$ cat src/rtl/fft_stage_ctrl_if.sv
// fft_stage_ctrl_if
// Complex sample stream: one val/rdy handshake carrying a real and an
// imaginary word. The controller uses one instance for its input samples
// and one for its output samples.
//   val  - producer has a sample on r/c
//   rdy  - consumer accepts the sample this cycle
//   r, c - real and imaginary components, n bits each
interface fft_stage_ctrl_if #(
    parameter int n = 32
);
    logic         val;
    logic         rdy;
    logic [n-1:0] r;
    logic [n-1:0] c;

    modport master (output val, r, c, input rdy);
    modport slave  (input val, r, c, output rdy);
endinterface

$ cat src/rtl/fft_stage_ctrl.sv
// fft_stage_ctrl
// Sequencer for one radix-2 FFT stage around a single shared butterfly.
// It loads N complex samples into a buffer, issues the N/2 butterflies of
// the selected stage one at a time (twiddle address to an external ROM,
// results written back in place), then streams the frame out in index order.
// Ports:
//   clk, reset          - clock, synchronous active-high reset
//   recv (slave)        - input sample stream
//   stage               - stage select, sampled on the last input beat
//   send (master)       - output sample stream
//   tw_idx, tw_r/tw_c   - twiddle ROM address and its combinational data
//   bf_recv_val/rdy     - butterfly issue handshake, operands bf_a*/bf_b*/bf_w*
//   bf_send_val/rdy     - butterfly result handshake, results bf_c*/bf_d*
module fft_stage_ctrl #(
    parameter int n = 32,
    parameter int d = 16,
    parameter int N = 8,
    localparam int LW = $clog2(N)
) (
    input  logic              clk,
    input  logic              reset,
    fft_stage_ctrl_if.slave   recv,
    input  logic [LW-1:0]     stage,
    fft_stage_ctrl_if.master  send,
    output logic [LW-2:0]     tw_idx,
    input  logic [n-1:0]      tw_r,
    input  logic [n-1:0]      tw_c,
    output logic              bf_recv_val,
    input  logic              bf_recv_rdy,
    output logic [n-1:0]      bf_ar,
    output logic [n-1:0]      bf_ac,
    output logic [n-1:0]      bf_br,
    output logic [n-1:0]      bf_bc,
    output logic [n-1:0]      bf_wr,
    output logic [n-1:0]      bf_wc,
    input  logic              bf_send_val,
    output logic              bf_send_rdy,
    input  logic [n-1:0]      bf_cr,
    input  logic [n-1:0]      bf_cc,
    input  logic [n-1:0]      bf_dr,
    input  logic [n-1:0]      bf_dc
);
    // The fractional width only matters to the butterfly; reject nonsense.
    if (d >= n) begin : g_bad_frac
        $error("fft_stage_ctrl: d must be smaller than n");
    end

    typedef enum logic [1:0] {LOAD, ISSUE, WAIT, DRAIN} state_t;

    localparam logic [LW-1:0] K_ONE     = LW'(1);
    localparam logic [LW-1:0] K_LAST    = LW'(N - 1);
    localparam logic [LW-1:0] K_BF_LAST = LW'(N / 2 - 1);
    localparam logic [LW-1:0] S_MAX     = LW'(LW - 1);

    state_t             state, state_nxt;
    logic [LW-1:0]      k;          // sample / butterfly index, shared by all states
    logic [LW-1:0]      s_log;      // log2 of butterfly span S for this frame
    logic [LW-1:0]      s_val;
    logic [LW-1:0]      lo_mask;
    logic [LW-1:0]      idx_i;
    logic [LW-1:0]      idx_j;
    logic [LW-1:0]      stage_clamp;
    logic [2*n-1:0]     mem [N];

    // Out-of-range stages behave as the last stage.
    assign stage_clamp = (stage > S_MAX) ? S_MAX : stage;

    // S is a power of two, so (k/S)*2S + k%S is "insert a zero bit at
    // position log2(S)" and j = i + S just sets that bit.
    assign s_val   = K_ONE << s_log;
    assign lo_mask = s_val - K_ONE;
    assign idx_i   = ((k & ~lo_mask) << 1) | (k & lo_mask);
    assign idx_j   = idx_i | s_val;

    // (k mod S) * N/(2S): k mod S < N/2, so it fits the ROM address width.
    assign tw_idx = (LW-1)'(k & lo_mask) << (S_MAX - s_log);

    assign {bf_ar, bf_ac} = mem[idx_i];
    assign {bf_br, bf_bc} = mem[idx_j];
    assign bf_wr          = tw_r;
    assign bf_wc          = tw_c;
    assign {send.r, send.c} = mem[k];

    always_ff @(posedge clk) begin
        if (reset) begin
            state <= LOAD;
            k     <= '0;
            s_log <= '0;
        end else begin
            state <= state_nxt;
            case (state)
                LOAD: if (recv.val) begin
                    k <= (k == K_LAST) ? '0 : k + K_ONE;
                    if (k == K_LAST) s_log <= stage_clamp;
                end
                WAIT: if (bf_send_val) begin
                    k <= (k == K_BF_LAST) ? '0 : k + K_ONE;
                end
                DRAIN: if (send.rdy) begin
                    k <= (k == K_LAST) ? '0 : k + K_ONE;
                end
                default: ;
            endcase
        end
    end

    // Sample buffer is not reset; a result arriving during reset is dropped.
    always_ff @(posedge clk) begin
        if (!reset) begin
            if (state == LOAD && recv.val) begin
                mem[k] <= {recv.r, recv.c};
            end
            if (state == WAIT && bf_send_val) begin
                mem[idx_i] <= {bf_cr, bf_cc};
                mem[idx_j] <= {bf_dr, bf_dc};
            end
        end
    end

    always_comb begin
        state_nxt   = state;
        recv.rdy    = 1'b0;
        send.val    = 1'b0;
        bf_recv_val = 1'b0;
        bf_send_rdy = 1'b0;
        case (state)
            LOAD: begin
                recv.rdy = 1'b1;
                if (recv.val && k == K_LAST) state_nxt = ISSUE;
            end
            ISSUE: begin
                bf_recv_val = 1'b1;
                if (bf_recv_rdy) state_nxt = WAIT;
            end
            WAIT: begin
                bf_send_rdy = 1'b1;
                if (bf_send_val) state_nxt = (k == K_BF_LAST) ? DRAIN : ISSUE;
            end
            DRAIN: begin
                send.val = 1'b1;
                if (send.rdy && k == K_LAST) state_nxt = LOAD;
            end
            default: state_nxt = LOAD;
        endcase
    end
endmodule

$ cat src/flat_wrapper.sv
// flat-port wrapper written by rule: the top's interface ports become plain ports
module fft_stage_ctrl_flat 
#(
    parameter int n = 32,
    parameter int d = 16,
    parameter int N = 8,
    localparam int LW = $clog2(N)
)
  (clk, reset, stage, tw_idx, tw_r, tw_c, bf_recv_val, bf_recv_rdy, bf_ar, bf_ac, bf_br, bf_bc, bf_wr, bf_wc, bf_send_val, bf_send_rdy, bf_cr, bf_cc, bf_dr, bf_dc, recv_val, recv_r, recv_c, recv_rdy, send_val, send_r, send_c, send_rdy);
  fft_stage_ctrl_if #(.n(n)) recv_i ();
  fft_stage_ctrl_if #(.n(n)) send_i ();
  input  logic clk;
  input  logic reset;
  input  logic [LW-1:0] stage;
  output logic [LW-2:0] tw_idx;
  input  logic [n-1:0] tw_r;
  input  logic [n-1:0] tw_c;
  output logic bf_recv_val;
  input  logic bf_recv_rdy;
  output logic [n-1:0] bf_ar;
  output logic [n-1:0] bf_ac;
  output logic [n-1:0] bf_br;
  output logic [n-1:0] bf_bc;
  output logic [n-1:0] bf_wr;
  output logic [n-1:0] bf_wc;
  input  logic bf_send_val;
  output logic bf_send_rdy;
  input  logic [n-1:0] bf_cr;
  input  logic [n-1:0] bf_cc;
  input  logic [n-1:0] bf_dr;
  input  logic [n-1:0] bf_dc;
  input wire logic [$bits(recv_i.val)-1:0] recv_val;
  input wire logic [$bits(recv_i.r)-1:0] recv_r;
  input wire logic [$bits(recv_i.c)-1:0] recv_c;
  output wire logic [$bits(recv_i.rdy)-1:0] recv_rdy;
  output wire logic [$bits(send_i.val)-1:0] send_val;
  output wire logic [$bits(send_i.r)-1:0] send_r;
  output wire logic [$bits(send_i.c)-1:0] send_c;
  input wire logic [$bits(send_i.rdy)-1:0] send_rdy;
  assign recv_i.val = recv_val;
  assign recv_i.r = recv_r;
  assign recv_i.c = recv_c;
  assign recv_rdy = recv_i.rdy;
  assign send_val = send_i.val;
  assign send_r = send_i.r;
  assign send_c = send_i.c;
  assign send_i.rdy = send_rdy;
  fft_stage_ctrl #(.n(n), .d(d), .N(N)) u_core (.clk(clk), .reset(reset), .recv(recv_i), .stage(stage), .send(send_i), .tw_idx(tw_idx), .tw_r(tw_r), .tw_c(tw_c), .bf_recv_val(bf_recv_val), .bf_recv_rdy(bf_recv_rdy), .bf_ar(bf_ar), .bf_ac(bf_ac), .bf_br(bf_br), .bf_bc(bf_bc), .bf_wr(bf_wr), .bf_wc(bf_wc), .bf_send_val(bf_send_val), .bf_send_rdy(bf_send_rdy), .bf_cr(bf_cr), .bf_cc(bf_cc), .bf_dr(bf_dr), .bf_dc(bf_dc));
endmodule
$ cat config.mk
export PLATFORM = sky130hd
export DESIGN_NAME = fft_stage_ctrl_flat
export DESIGN_NICKNAME = d
export VERILOG_FILES = /design/src/rtl/fft_stage_ctrl_if.sv /design/src/rtl/fft_stage_ctrl.sv /design/src/flat_wrapper.sv
export SDC_FILE = /design/constraint.sdc
export NUM_CORES = 1
export LEC_CHECK = 0
export ABC_AREA = 1
export BUFFER_PORTS_ARGS = -buffer_cell sky130_fd_sc_hd__clkbuf_2
export CAP_MARGIN = 20
export CORE_ASPECT_RATIO = 1.2
export CORE_MARGIN = 4
export CORE_UTILIZATION = 45
export CTS_BUF_LIST = sky130_fd_sc_hd__clkbuf_8
export DETAILED_ROUTE_END_ITERATION = 8
export PLACE_DENSITY = 0.66
export SETUP_SLACK_MARGIN = 0.3
export SLEW_MARGIN = 20
export SYNTH_ARGS = -nofsm -noshare
export SYNTH_HDL_FRONTEND = slang
export SYNTH_SLANG_ARGS = --single-unit
$ cat constraint.sdc
create_clock -name clk -period 7.5 [get_ports clk]
set_input_delay 1.875 -clock clk [delete_from_list [all_inputs] [get_ports clk]]
set_output_delay 1.875 -clock clk [all_outputs]
set_load 0.005 [all_outputs]
==> results.md <==
- Element type at the critical path end: output port
- Final cell count without fillers: 6995
- Synth top cells by count: nand2_1 (2737), o21ai_0 (557), edfxtp_1 (512)
- Die height: 329 um
- Top-count cell post-synth: nand2_1
- Post-cts sizing count: 0
- Largest net degree at the start of global routing: 223
- Clk root buf: clkbuf_8
- Switching portion of total power: 39.1%
- Placed Cells: 6819
- Sequential fraction of the synthesis area: 40.4%
- CP max stage delay: 960 ps
- Cell count after synthesis: 5730
- DRC errors left: 0
- Peak Freq: 149 MHz
- Die X-Extent: 275 um
- Clock Skew: 19.9 ps
- Total CTS buffers: 93
- Core Region: 0.0849 mm^2
- Grt total ovfl: 0
- Vias per cell: 5.82
- Row cnt: 117
- PnR Total Power: 0.00896 W
- Worst Tran Pin Value: 1210 ps
- RSZ-0062 raised after global routing: no
- Switching pwr: 0.00351 W
- Crit path required time: 5620 ps
- Hold Crit Class: reg2reg
- PD cells: 213 mW/mm^2
- Int Pwr: 0.00545 W
- Total GRT Usage: 33.8%
- Ys async rst share: 0%
- Synth cell types: 27
- CP max stage cell: buf_4
- Dpl cell area: 0.0405 mm^2
- Syn. warnings: 0
- Syn Nets: 6004
- Initial Util: 45.4%
- Setup CP Type: reg2out
- Final Wtd Congestion: 0.891
- Fin crit period: 6710 ps
- WP buf/inv: 6
- Final wirelength: 159000 um
- Final setup violation count: 0
- Max-slew violation count: 0
- TritonCTS Sinks: 523
- Synth top area share: 39.9%
- CP startpoint kind: flip-flop
- Synth Flop Type: edfxtp_1
- CTS Buffer Depth: 3
- Nets: 6058
- Pre-CTS setup slack: 1660 ps
- HPWL reported at the end of detailed placement: 89600 um
- Yosys reg bits: 523
- Fillers: 8485
- Final hold vios: 0
- WL per Instance: 22.7 um
- Die Area: 0.0905 mm^2
- Clock transition at path regs: 60 ps
- Crit-path max FO: 69
- Top cell family by delay on the critical path: buffers and inverters
- Worst path arrival time: 4840 ps
- Mean Syn Cell Area: 6.73 um^2
- Max Cap Viol: 0
- First-pass GRT wire length: 232000 um
- CTS tree: yes
- Number of port buffers: 398
- Initial antenna violation count: 12
- Period Utilization, post-route: 89.5%
- Layout cell share with drive strength beyond 1: 10.8%
- H-tree Lvls: 3
- CP most frequent cell: nand2_1
- Clk network pwr share: 28.0%
- Setup WS post-layout: 785 ps
- DR vias: 40700
- Post-CTS Setup Repair Bufs: 0
- TNS Setup: 0 ps
- Largest cells by area after synthesis: edfxtp_1 (40%), nand2_1 (27%), o21ai_0 (7.2%)
- Cts hold-fix bufs: 0
- Combinational fraction of design power: 34.1%
- Antenna-violating nets left: 0
- Area delta synth->final: 9.21%
- Vias in the first global route: 37841
- TritonRoute pass-1 iters: 7
- Starting DRT DRC Count: 4674
- IO Count: 527
- Design area: 0.0421 mm^2
- Skew-Pair Late Insertion Delay: 730 ps
- Max-slew headroom: 19.1%
- Pleak: 20.8 nW
- Status: finished clean
- Peak supply drop: 0.127 mV
- Biggest area consumer among synthesized cells: edfxtp_1
- Sequential Power Share: 37.9%
- EDFF count, synth: 512
- Post-synth design cell area: 0.0386 mm^2
- Crit path cell chain: inv_1, ha_1, nand2_1, ha_1, inv_1, nand2_1, nand2_4, inv_4, buf_4, buf_4, o211ai_1, nand2_1, nand2_1, nand2_1, clkbuf_2
cells by family after synthesis:
family / Yosys count / share of synthesized area (%)
AOI/OAI and AO/OA: 1232 / 18.1
DFF: 523 / 40.4
xor gates and xnor gates: 1 / 0.0227
buffers and inverters: 858 / 9.67
and+or+nand+nor: 3107 / 31.5
adders and majority gates: 9 / 0.292
worst register-to-register path: stages (launching register included):
cell and delay (ps):
dfxtp_1 420, inv_1 110, ha_1 220, nand2_1 260
ha_1 250, inv_1 90, o211ai_4 210, buf_4 450
buf_4 860, nand2_2 260, inv_2 170, nand2_4 400
nand2_4 710, buf_4 530
path summary, 6_finish.rpt:
| kind | endpoint | slack [ps] | depth (start not counted) | start |
|---|---|---|---|---|
| worst max register to register | u_core.mem[6][32]$_DFFE_PP_ | 2190 | 13 | u_core.s_log[0]$_SDFFE_PP0P_ |
| worst min register to register | u_core.s_log[2]$_SDFFE_PP0P_ | 490 | 2 | u_core.s_log[2]$_SDFFE_PP0P_ |
| worst min-delay path | u_core.s_log[2]$_SDFFE_PP0P_ | 490 | 2 | u_core.s_log[2]$_SDFFE_PP0P_ |
| worst max-delay path | bf_ac[27] | 790 | 15 | u_core.s_log[0]$_SDFFE_PP0P_ |
sequential cells by signal (all words and copies together) (netlist names), named ones only:
| signal | count |
|---|---|
| u_core.state | 2 |
| u_core.mem | 512 |
| u_core.s_log | 3 |
| u_core.k | 3 |
power groups by stage:
stage          registers [W]  clock network (W)  logic, W
6_report             0.00339            0.00251   0.00306
4_1_cts              0.00339            0.00252   0.00300
5_1_grt              0.00340            0.00265   0.00329
2_1_floorplan        0.00342                  0   0.00173
3_3_place_gp         0.00345                  0   0.00297
3_5_place_dp         0.00345                  0   0.00299
metrics by stage:
step	hold WS, ps	utilization [%]
final	493	49.6
after global routing	519	49.6
after CTS	489	49.6
after detailed placement	479	47.7
after global placement	474	47.6
after floorplan	456	-
layout by cell type (no fill, tap or decap):
master	instances
a211oi_1	1
a21oi_1	260
a22oi_1	1
buf_12	11
buf_4	57
buf_6	1
bufinv_16	1
clkbuf_2	398
clkbuf_8	96
clkinv_1	17
clkinv_2	16
clkinv_8	1
clkinvlp_4	4
dfxtp_1	9
dfxtp_4	2
diode_2	12
edfxtp_1	512
ha_1	9
inv_1	367
inv_2	7
inv_4	4
inv_6	1
nand2_1	2721
nand2_2	2
nand2_4	17
nand2_8	2
nand3_1	331
nand3_4	2
nand4_1	5
nor2_1	15
nor2_4	8
nor3_1	2
o211ai_1	256
o211ai_4	1
o21a_1	64
o21ai_0	557
o21ai_1	92
or2_2	2
xnor2_1	1
layer usage:
layer  part of all wire, %  GRT usage [%]  wire length [um]
met2                    47           56.2             74900
met1                    36           40.8             57100
met3                    10           5.68             16200
met4                   6.6           21.1             10500
met5                0.0076              0                12
cell type report:
| cell class | count | area, um^2 | area share [%] |
|---|---|---|---|
| clock inverters | 68 | 320 | 0.760 |
| flip-flops and latches | 523 | 15600 | 37.0 |
| inverters | 350 | 1340 | 3.17 |
| diodes | 12 | 30.0 | 0.0713 |
| clock buffers | 96 | 1320 | 3.14 |
| multi-input cells | 4349 | 19500 | 46.2 |
| repair buffers | 467 | 2650 | 6.29 |
| well taps | 1130 | 1410 | 3.36 |
Note: power is estimated with default switching activity, not from simulation.
